--- src/rtl/reg_file_pkg.sv ---
// reg_file_pkg: shared defaults, PC alias index helper and data word type for reg_file_rd_mux.
package reg_file_pkg;
    localparam int DATA_W_DEF = 32;
    localparam int DEPTH_DEF = 16;
    localparam int PC_IDX = DEPTH_DEF - 1;
    typedef logic [DATA_W_DEF-1:0] data_t;
    function automatic int pc_idx(input int depth);
        return depth - 1;
    endfunction
endpackage

--- src/rtl/reg_file_rd_mux_mux_n1.sv ---
// mux_n1: DATA_W-wide DEPTH:1 combinational selector over a flattened input vector.
module mux_n1 #(
    parameter int DATA_W = 32,
    parameter int DEPTH = 16,
    parameter int ADDR_W = $clog2(DEPTH)
) (
    input  logic [DEPTH*DATA_W-1:0] din,
    input  logic [ADDR_W-1:0]       sel,
    output logic [DATA_W-1:0]       dout
);
    assign dout = din[sel*DATA_W +: DATA_W];
endmodule

--- src/rtl/reg_file_rd_mux.sv ---
// reg_file_rd_mux: register file, NUM_RD combinational read ports, one write port, top entry aliased to pc_alias.
// Define REG_FILE_BYPASS_EN to forward same-cycle write data to matching read ports.
module reg_file_rd_mux
    import reg_file_pkg::*;
#(
    parameter int DATA_W = DATA_W_DEF,
    parameter int DEPTH = DEPTH_DEF,
    parameter int ADDR_W = $clog2(DEPTH),
    parameter int NUM_RD = 2
) (
    input  logic                     clk,
    input  logic                     reset,
    input  logic                     we,
    input  logic [ADDR_W-1:0]        wa,
    input  logic [DATA_W-1:0]        wd,
    input  logic [NUM_RD*ADDR_W-1:0] ra,
    output logic [NUM_RD*DATA_W-1:0] rd,
    input  logic [DATA_W-1:0]        pc_alias,
    output logic                     wr_ignored
);
    localparam logic [ADDR_W-1:0] PC = ADDR_W'(pc_idx(DEPTH));

    logic [DEPTH-2:0][DATA_W-1:0] mem_q, mem_d;
    logic                         wr_ignored_q, wr_ignored_d;
    logic [NUM_RD*DATA_W-1:0]     mux_out;

    // Only stored entries are updated, so a write to PC naturally falls through.
    always_comb begin
        for (int i = 0; i < DEPTH - 1; i++)
            mem_d[i] = (we && wa == ADDR_W'(i)) ? wd : mem_q[i];
        wr_ignored_d = we && wa == PC;
    end

    always_ff @(posedge clk or posedge reset) begin
        if (reset) begin
            mem_q        <= '0;
            wr_ignored_q <= 1'b0;
        end else begin
            mem_q        <= mem_d;
            wr_ignored_q <= wr_ignored_d;
        end
    end

    assign wr_ignored = wr_ignored_q;

    genvar k;
    generate
        for (k = 0; k < NUM_RD; k++) begin : g_rd
            logic [ADDR_W-1:0] a;
            assign a = ra[k*ADDR_W +: ADDR_W];
            mux_n1 #(.DATA_W(DATA_W), .DEPTH(DEPTH), .ADDR_W(ADDR_W)) u_mux (
                .din ({{DATA_W{1'b0}}, mem_q}),
                .sel (a),
                .dout(mux_out[k*DATA_W +: DATA_W])
            );
`ifdef REG_FILE_BYPASS_EN
            assign rd[k*DATA_W +: DATA_W] = (a == PC) ? pc_alias :
                                            (!reset && we && wa == a) ? wd :
                                            mux_out[k*DATA_W +: DATA_W];
`else
            assign rd[k*DATA_W +: DATA_W] = (a == PC) ? pc_alias : mux_out[k*DATA_W +: DATA_W];
`endif
        end
    endgenerate
endmodule
--- config.mk ---
export PLATFORM = sky130hd
export DESIGN_NAME = reg_file_rd_mux
export DESIGN_NICKNAME = d
export VERILOG_FILES = /design/src/rtl/reg_file_pkg.sv /design/src/rtl/reg_file_rd_mux_mux_n1.sv /design/src/rtl/reg_file_rd_mux.sv
export SDC_FILE = /design/constraint.sdc
export NUM_CORES = 1
export LEC_CHECK = 0
export BUFFER_PORTS_ARGS = -buffer_cell sky130_fd_sc_hd__buf_2
export CORE_MARGIN = 4
export CORE_UTILIZATION = 67
export DETAILED_ROUTE_END_ITERATION = 8
export PLACE_DENSITY = 0.83
export SLEW_MARGIN = 20
export SYNTH_ARGS = -nofsm -noshare
export SYNTH_HDL_FRONTEND = slang
export SYNTH_SLANG_ARGS = --single-unit
--- constraint.sdc ---
create_clock -name clk -period 29.5 [get_ports clk]
set_input_delay 4.425 -clock clk [delete_from_list [all_inputs] [get_ports clk]]
set_output_delay 4.425 -clock clk [all_outputs]
set_load 0.01 [all_outputs]
After elaboration in Yosys (flattened, before gate mapping):

Cells that the tools add are included.
W data, S select, Z words.

* register bits: 481
* input bits: 79
* output and inout bits: 65
* logic and storage cells: 54

* equal/unequal tests: 17
* shift-type cells: 2
* muxes and demuxes: 2
* reduce and logical (&&, ||, !) cells: 17

Operators with widths (count)
* $shiftx A512 B10 Y32: 2
* $mux W32: 2
* $eq A4 B4 Y1 const B: 10
* $eq A4 B3 Y1 const B: 4
* $logic_and A1 B1 Y1: 16
* $eq A4 B2 Y1 const B: 2
* $eq A4 B1 Y1 const B: 1
* $logic_not A4 Y1: 1

Logic depth before layout (Yosys ltp):

* word-level depth: 2
* gate-level depth with buffers: 9
* mapped depth without buffers: 4

By module:

Synthesis repeated with hierarchy kept, for this count alone.

* cell total of the unflattened synthesis: 1684
* area, all modules: 26216.4 um2

By module, submodules not included
* reg_file_rd_mux: times used 1, cells each 1142, area an instance 18759.2 um2, seq. area each 12036.5 um2
* mux_n1: times used 2, cells each 271, area an instance 3728.6 um2, seq. area each 0.0 um2

Worst setup path before layout:

No wires, ideal clock.

* path type: in2out
* start point: input ra[1]
* end point: output rd[14]
* arrival time: 5.861 ns
* required time: 25.075 ns
* path slack: 19.214 ns
* cell stages on the path: 7
* path buffers: 3
* cells stage by stage: buf_2 -> buf_2 -> buf_2 -> mux4_2 -> mux2i_1 -> nor2_1 -> a211o_1

* longest elaborated chain between the ends: 2
* elaborated cells between the ends (all ways): 3
* classes of those cells: eq/ne (1); shift (1); mux (1)

Ends and longest elaborated chain
* from (decl): line reg_file_rd_mux.sv:16 `input logic [NUM_RD*ADDR_W-1:0] ra,`
* $shiftx A512 B10 Y32 / $eq A4 B4 Y1 (equally long branches): line reg_file_rd_mux_mux_n1.sv:11, reg_file_rd_mux.sv:61
* $mux W32 *: line reg_file_rd_mux.sv:61 `assign rd[k*DATA_W +: DATA_W] = (a == PC) ? pc_alias : mux_out[k*DATA_W +: DATA_W];`
* to (decl): line reg_file_rd_mux.sv:17 `output logic [NUM_RD*DATA_W-1:0] rd,`

Mark *: on every way between the ends. The rest lies on a longest branch, timed or not.

Worst setup path after layout:

* start point: input ra[0]
* end point: output rd[20]

The elaborated chain is that of the path after synthesis.

==> flow_metrics.env <==
export IMPL_cp_data_required_time_ps=25080
export IMPL_hold_viol_final=0
export IMPL_post_drt_wl_per_cell_um=30.1
export IMPL_die_w_um=205
export IMPL_crit_arrival_ps=7750
export IMPL_synth_area_per_cell_um2=14.2
export IMPL_viasPerCell=7.30
export IMPL_clock_latency_ps=580
export IMPL_min_path_type="register to register"
export IMPL_die_h_um=205
export IMPL_hold_depth=1
export IMPL_syn_inst=1837
export IMPL_rsz0062_at_grt="no"
export IMPL_crit_top_cell="buf_4"
export IMPL_slew_headroom=0.217
export IMPL_antenna_found_initial=3
export IMPL_worst_slack_ps=17320
export IMPL_report_final_slew_viol_count=0
export IMPL_reg2reg_to="mem_q[396]$_DFFE_PP0P_"
export IMPL_nets=1957
export IMPL_routed_via_count=17700
export IMPL_clkTransAtPathRegs_ps=60
export IMPL_fillers=2351
export IMPL_cts_root_buf="clkbuf_16"
export IMPL_grt_total_usage=0.355
export IMPL_place_congestion=0.883
export IMPL_status="complete, no violations"
export IMPL_path_class="input pin to primary output"
export IMPL_clockBufferDepth=3
export IMPL_p_sw_frac=0.285
export IMPL_start_kind="input pin"
export IMPL_reg2regPathDepth=1
export IMPL_maxCapViolCount=0
export IMPL_max_freq_mhz=82.1
export IMPL_synth_distinct_cells=33
export IMPL_final_antenna_net_count=0
export IMPL_first_pass_iters=6
export IMPL_r2r_start="mem_q[396]$_DFFE_PP0P_"
export IMPL_rows=71
export IMPL_drt_wl_total_mm=73.2
export IMPL_yosys_warnings=0
export IMPL_drive_gt1_frac=0.495
export IMPL_power_leakage_nw=12.3
export IMPL_power_w=0.00205
export IMPL_crit_chain="buf_6, buf_4, buf_4, mux4_2, mux2i_1, nor2_1, a211o_1, buf_2"
export IMPL_port_buffers=143
export IMPL_htree_num_levels=2
export IMPL_pin_count=144
export IMPL_reg2reg_setup_slack_ps=28670
export IMPL_die_area_um2=42100
export IMPL_grt_pass1_vias=18800
export IMPL_tns_ps=0
export IMPL_cts_setup_buffers=0
export IMPL_drcViolationCount=0
export IMPL_endpoint_kind="primary output"
export IMPL_grt_overflow=0
export IMPL_grt_pass1_wl_mm=114
export IMPL_hp_start="mem_q[106]$_DFFE_PP0P_"
export IMPL_power_switching_w=0.000584
export IMPL_peakVddDrop_uv=46.0
export IMPL_hpwl_mm=42.6
export IMPL_worstHoldEndpoint="mem_q[106]$_DFFE_PP0P_"
export IMPL_internal_power_w=0.00146
export IMPL_fin_crit_sh=0.413
export IMPL_syn_area_um2=26100
export IMPL_worst_pin_slew_ps=1170
export IMPL_crit_slowest_cell="buf_4"
export IMPL_post_cts_resize_count=0
export IMPL_period_needed_ps=12180
export IMPL_p_seq_frac=0.455
export IMPL_area_growth_pct=9.53
export IMPL_clkPwrFrac=0.303
export IMPL_critPathMaxStageDelay_ps=760
export IMPL_seq_area_frac_synth=0.462
export IMPL_pwr_share_comb=0.242
export IMPL_skew_ps=0
export IMPL_cts_hold_buffers=0
export IMPL_setup_viol=0
export IMPL_cts_tree="built"
export IMPL_clkSinkCount=481
export IMPL_path_max_fanout=49
export IMPL_synth_seq_cells=481
export IMPL_initial_core_util=0.686
export IMPL_cts_buffers=50
export IMPL_pre_cts_ws_ps=17300
export IMPL_syn_nets=1916
export IMPL_powerDensity_nw_per_um2=71.7
export IMPL_dpl_cell_area_um2=26900
export IMPL_fin_area_um2=28600
export IMPL_coreArea_um2=38000
export IMPL_grt_max_degree=129
export IMPL_drt_iter0_markers=2019
## worst max-delay path by stage
stage / end / from / slack, ps / depth (start not counted)
CTS: rd[20] / ra[0] / 17280 / 8
global route: rd[20] / ra[0] / 17090 / 8
global placement: rd[25] / ra[0] / 17340 / 8
finish: rd[20] / ra[0] / 17320 / 8
detailed placement: rd[20] / ra[0] / 17300 / 8
floorplan: mem_q[0]$_DFFE_PP0P_ / reset / 11650 / 1
## power groups by stage
stage | logic (W) | clock network, W | registers (W)
floorplan | 0.000384 | 0 | 0.000896
global placement | 0.000470 | 0 | 0.000919
detailed placement | 0.000488 | 0 | 0.000937
CTS | 0.000493 | 0.000626 | 0.000928
global route | 0.000530 | 0.000654 | 0.000950
finish | 0.000496 | 0.000621 | 0.000932
## through the flow
| stage | hold slack (ps) | instances | utilization |
|---|---|---|---|
| after global routing | 533 | 2429 | 0.751 |
| after CTS | 515 | 2427 | 0.750 |
| after global placement | 485 | 2336 | 0.708 |
| final | 514 | 2431 | 0.751 |
| after detailed placement | 502 | 2336 | 0.708 |
| after floorplan | 470 | 1837 | - |
## synthesized netlist by cell type
library cell,instances,area (um^2)
clkbuf_1,84,315
nor2b_1,3,18.8
nand2b_1,8,50.1
o211ai_1,26,195
mux2_1,24,270
a2bb2oi_1,9,78.8
buf_4,15,113
and4_1,2,17.5
a211o_1,9,78.8
inv_1,14,52.6
nand4_1,2,12.5
mux2_2,477,5370
nand3_1,1,5.00
nor3b_2,1,12.5
buf_12,1,20.0
buf_1,15,56.3
nand2_1,42,158
nand3b_1,2,15.0
o21ai_0,63,315
o22ai_1,68,425
or3_1,3,18.8
o211a_1,7,70.1
nor2_1,53,199
dfrtp_1,481,12000
a21o_1,34,255
buf_8,1,15.0
buf_2,73,365
mux2i_1,93,931
a211oi_1,1,7.51
o221ai_1,20,175
a21oi_1,10,50.1
buf_6,2,22.5
mux4_2,193,4350
## sequential cells by signal, indices dropped and copies added, names as in the netlist
name,cells
mem_q,480
wr_ignored,1
## layout by cell type (no fill, tap or decap), drive strengths merged
cell type,Yosys,layout
a2bb2oi,9,9
nand2b,8,8
nand3,1,1
bufinv,0,1
o21ai,63,63
buf,107,179
mux2i,93,93
clkinv,0,11
o221ai,20,20
and4,2,2
nor2b,3,3
o22ai,68,68
or3,3,3
a21oi,10,10
clkbuf,84,78
mux4,193,193
nand3b,2,2
mux2,501,501
diode,0,3
dfrtp,481,481
a21o,34,34
clkinvlp,0,1
nor3b,1,1
nor2,53,53
o211a,7,7
inv,14,15
nand2,42,42
nand4,2,2
o211ai,26,26
a211oi,1,1
a211o,9,9
## worst max-delay path, delay by kind of cell
kind / cells / cell delay, ps
AO/OA/AOI/OAI: 1 / 360
buffers and inverters: 4 / 2020
multiplexers: 2 / 770
AND/OR/NAND/NOR: 1 / 80
## cell type report
type / count / area (um^2) / area share
Clock buffer: 77 / 1510 / 0.0530
Antenna cell: 3 / 7.51 / 0.000263
Sequential cell: 481 / 12000 / 0.421
Tap cell: 511 / 639 / 0.0224
Timing Repair Buffer: 180 / 1040 / 0.0363
Multi-Input combinational cell: 1151 / 13200 / 0.461
Inverter: 14 / 60.1 / 0.00210
Clock inverter: 14 / 101 / 0.00355
## cells by family after synthesis
logic type,Yosys count,synth area share
AO/OA/AOI/OAI,247,0.0633
flip-flops,481,0.462
buffers and inverters,205,0.0368
multiplexers,787,0.419
AND/OR/NAND/NOR,117,0.0194
## routing by layer
| layer | global-route usage | part of all wire | vias to the layer above |
|---|---|---|---|
| li1 | - | - | 7115 |
| met1 | 0.483 | 0.38 | 9352 |
| met2 | 0.557 | 0.48 | 1014 |
| met3 | 0.0872 | 0.10 | 259 |
| met4 | 0.149 | 0.045 | 4 |
| met5 | 0 | 0.00031 | - |
No activity file was read; power rests on OpenSTA's default activity.
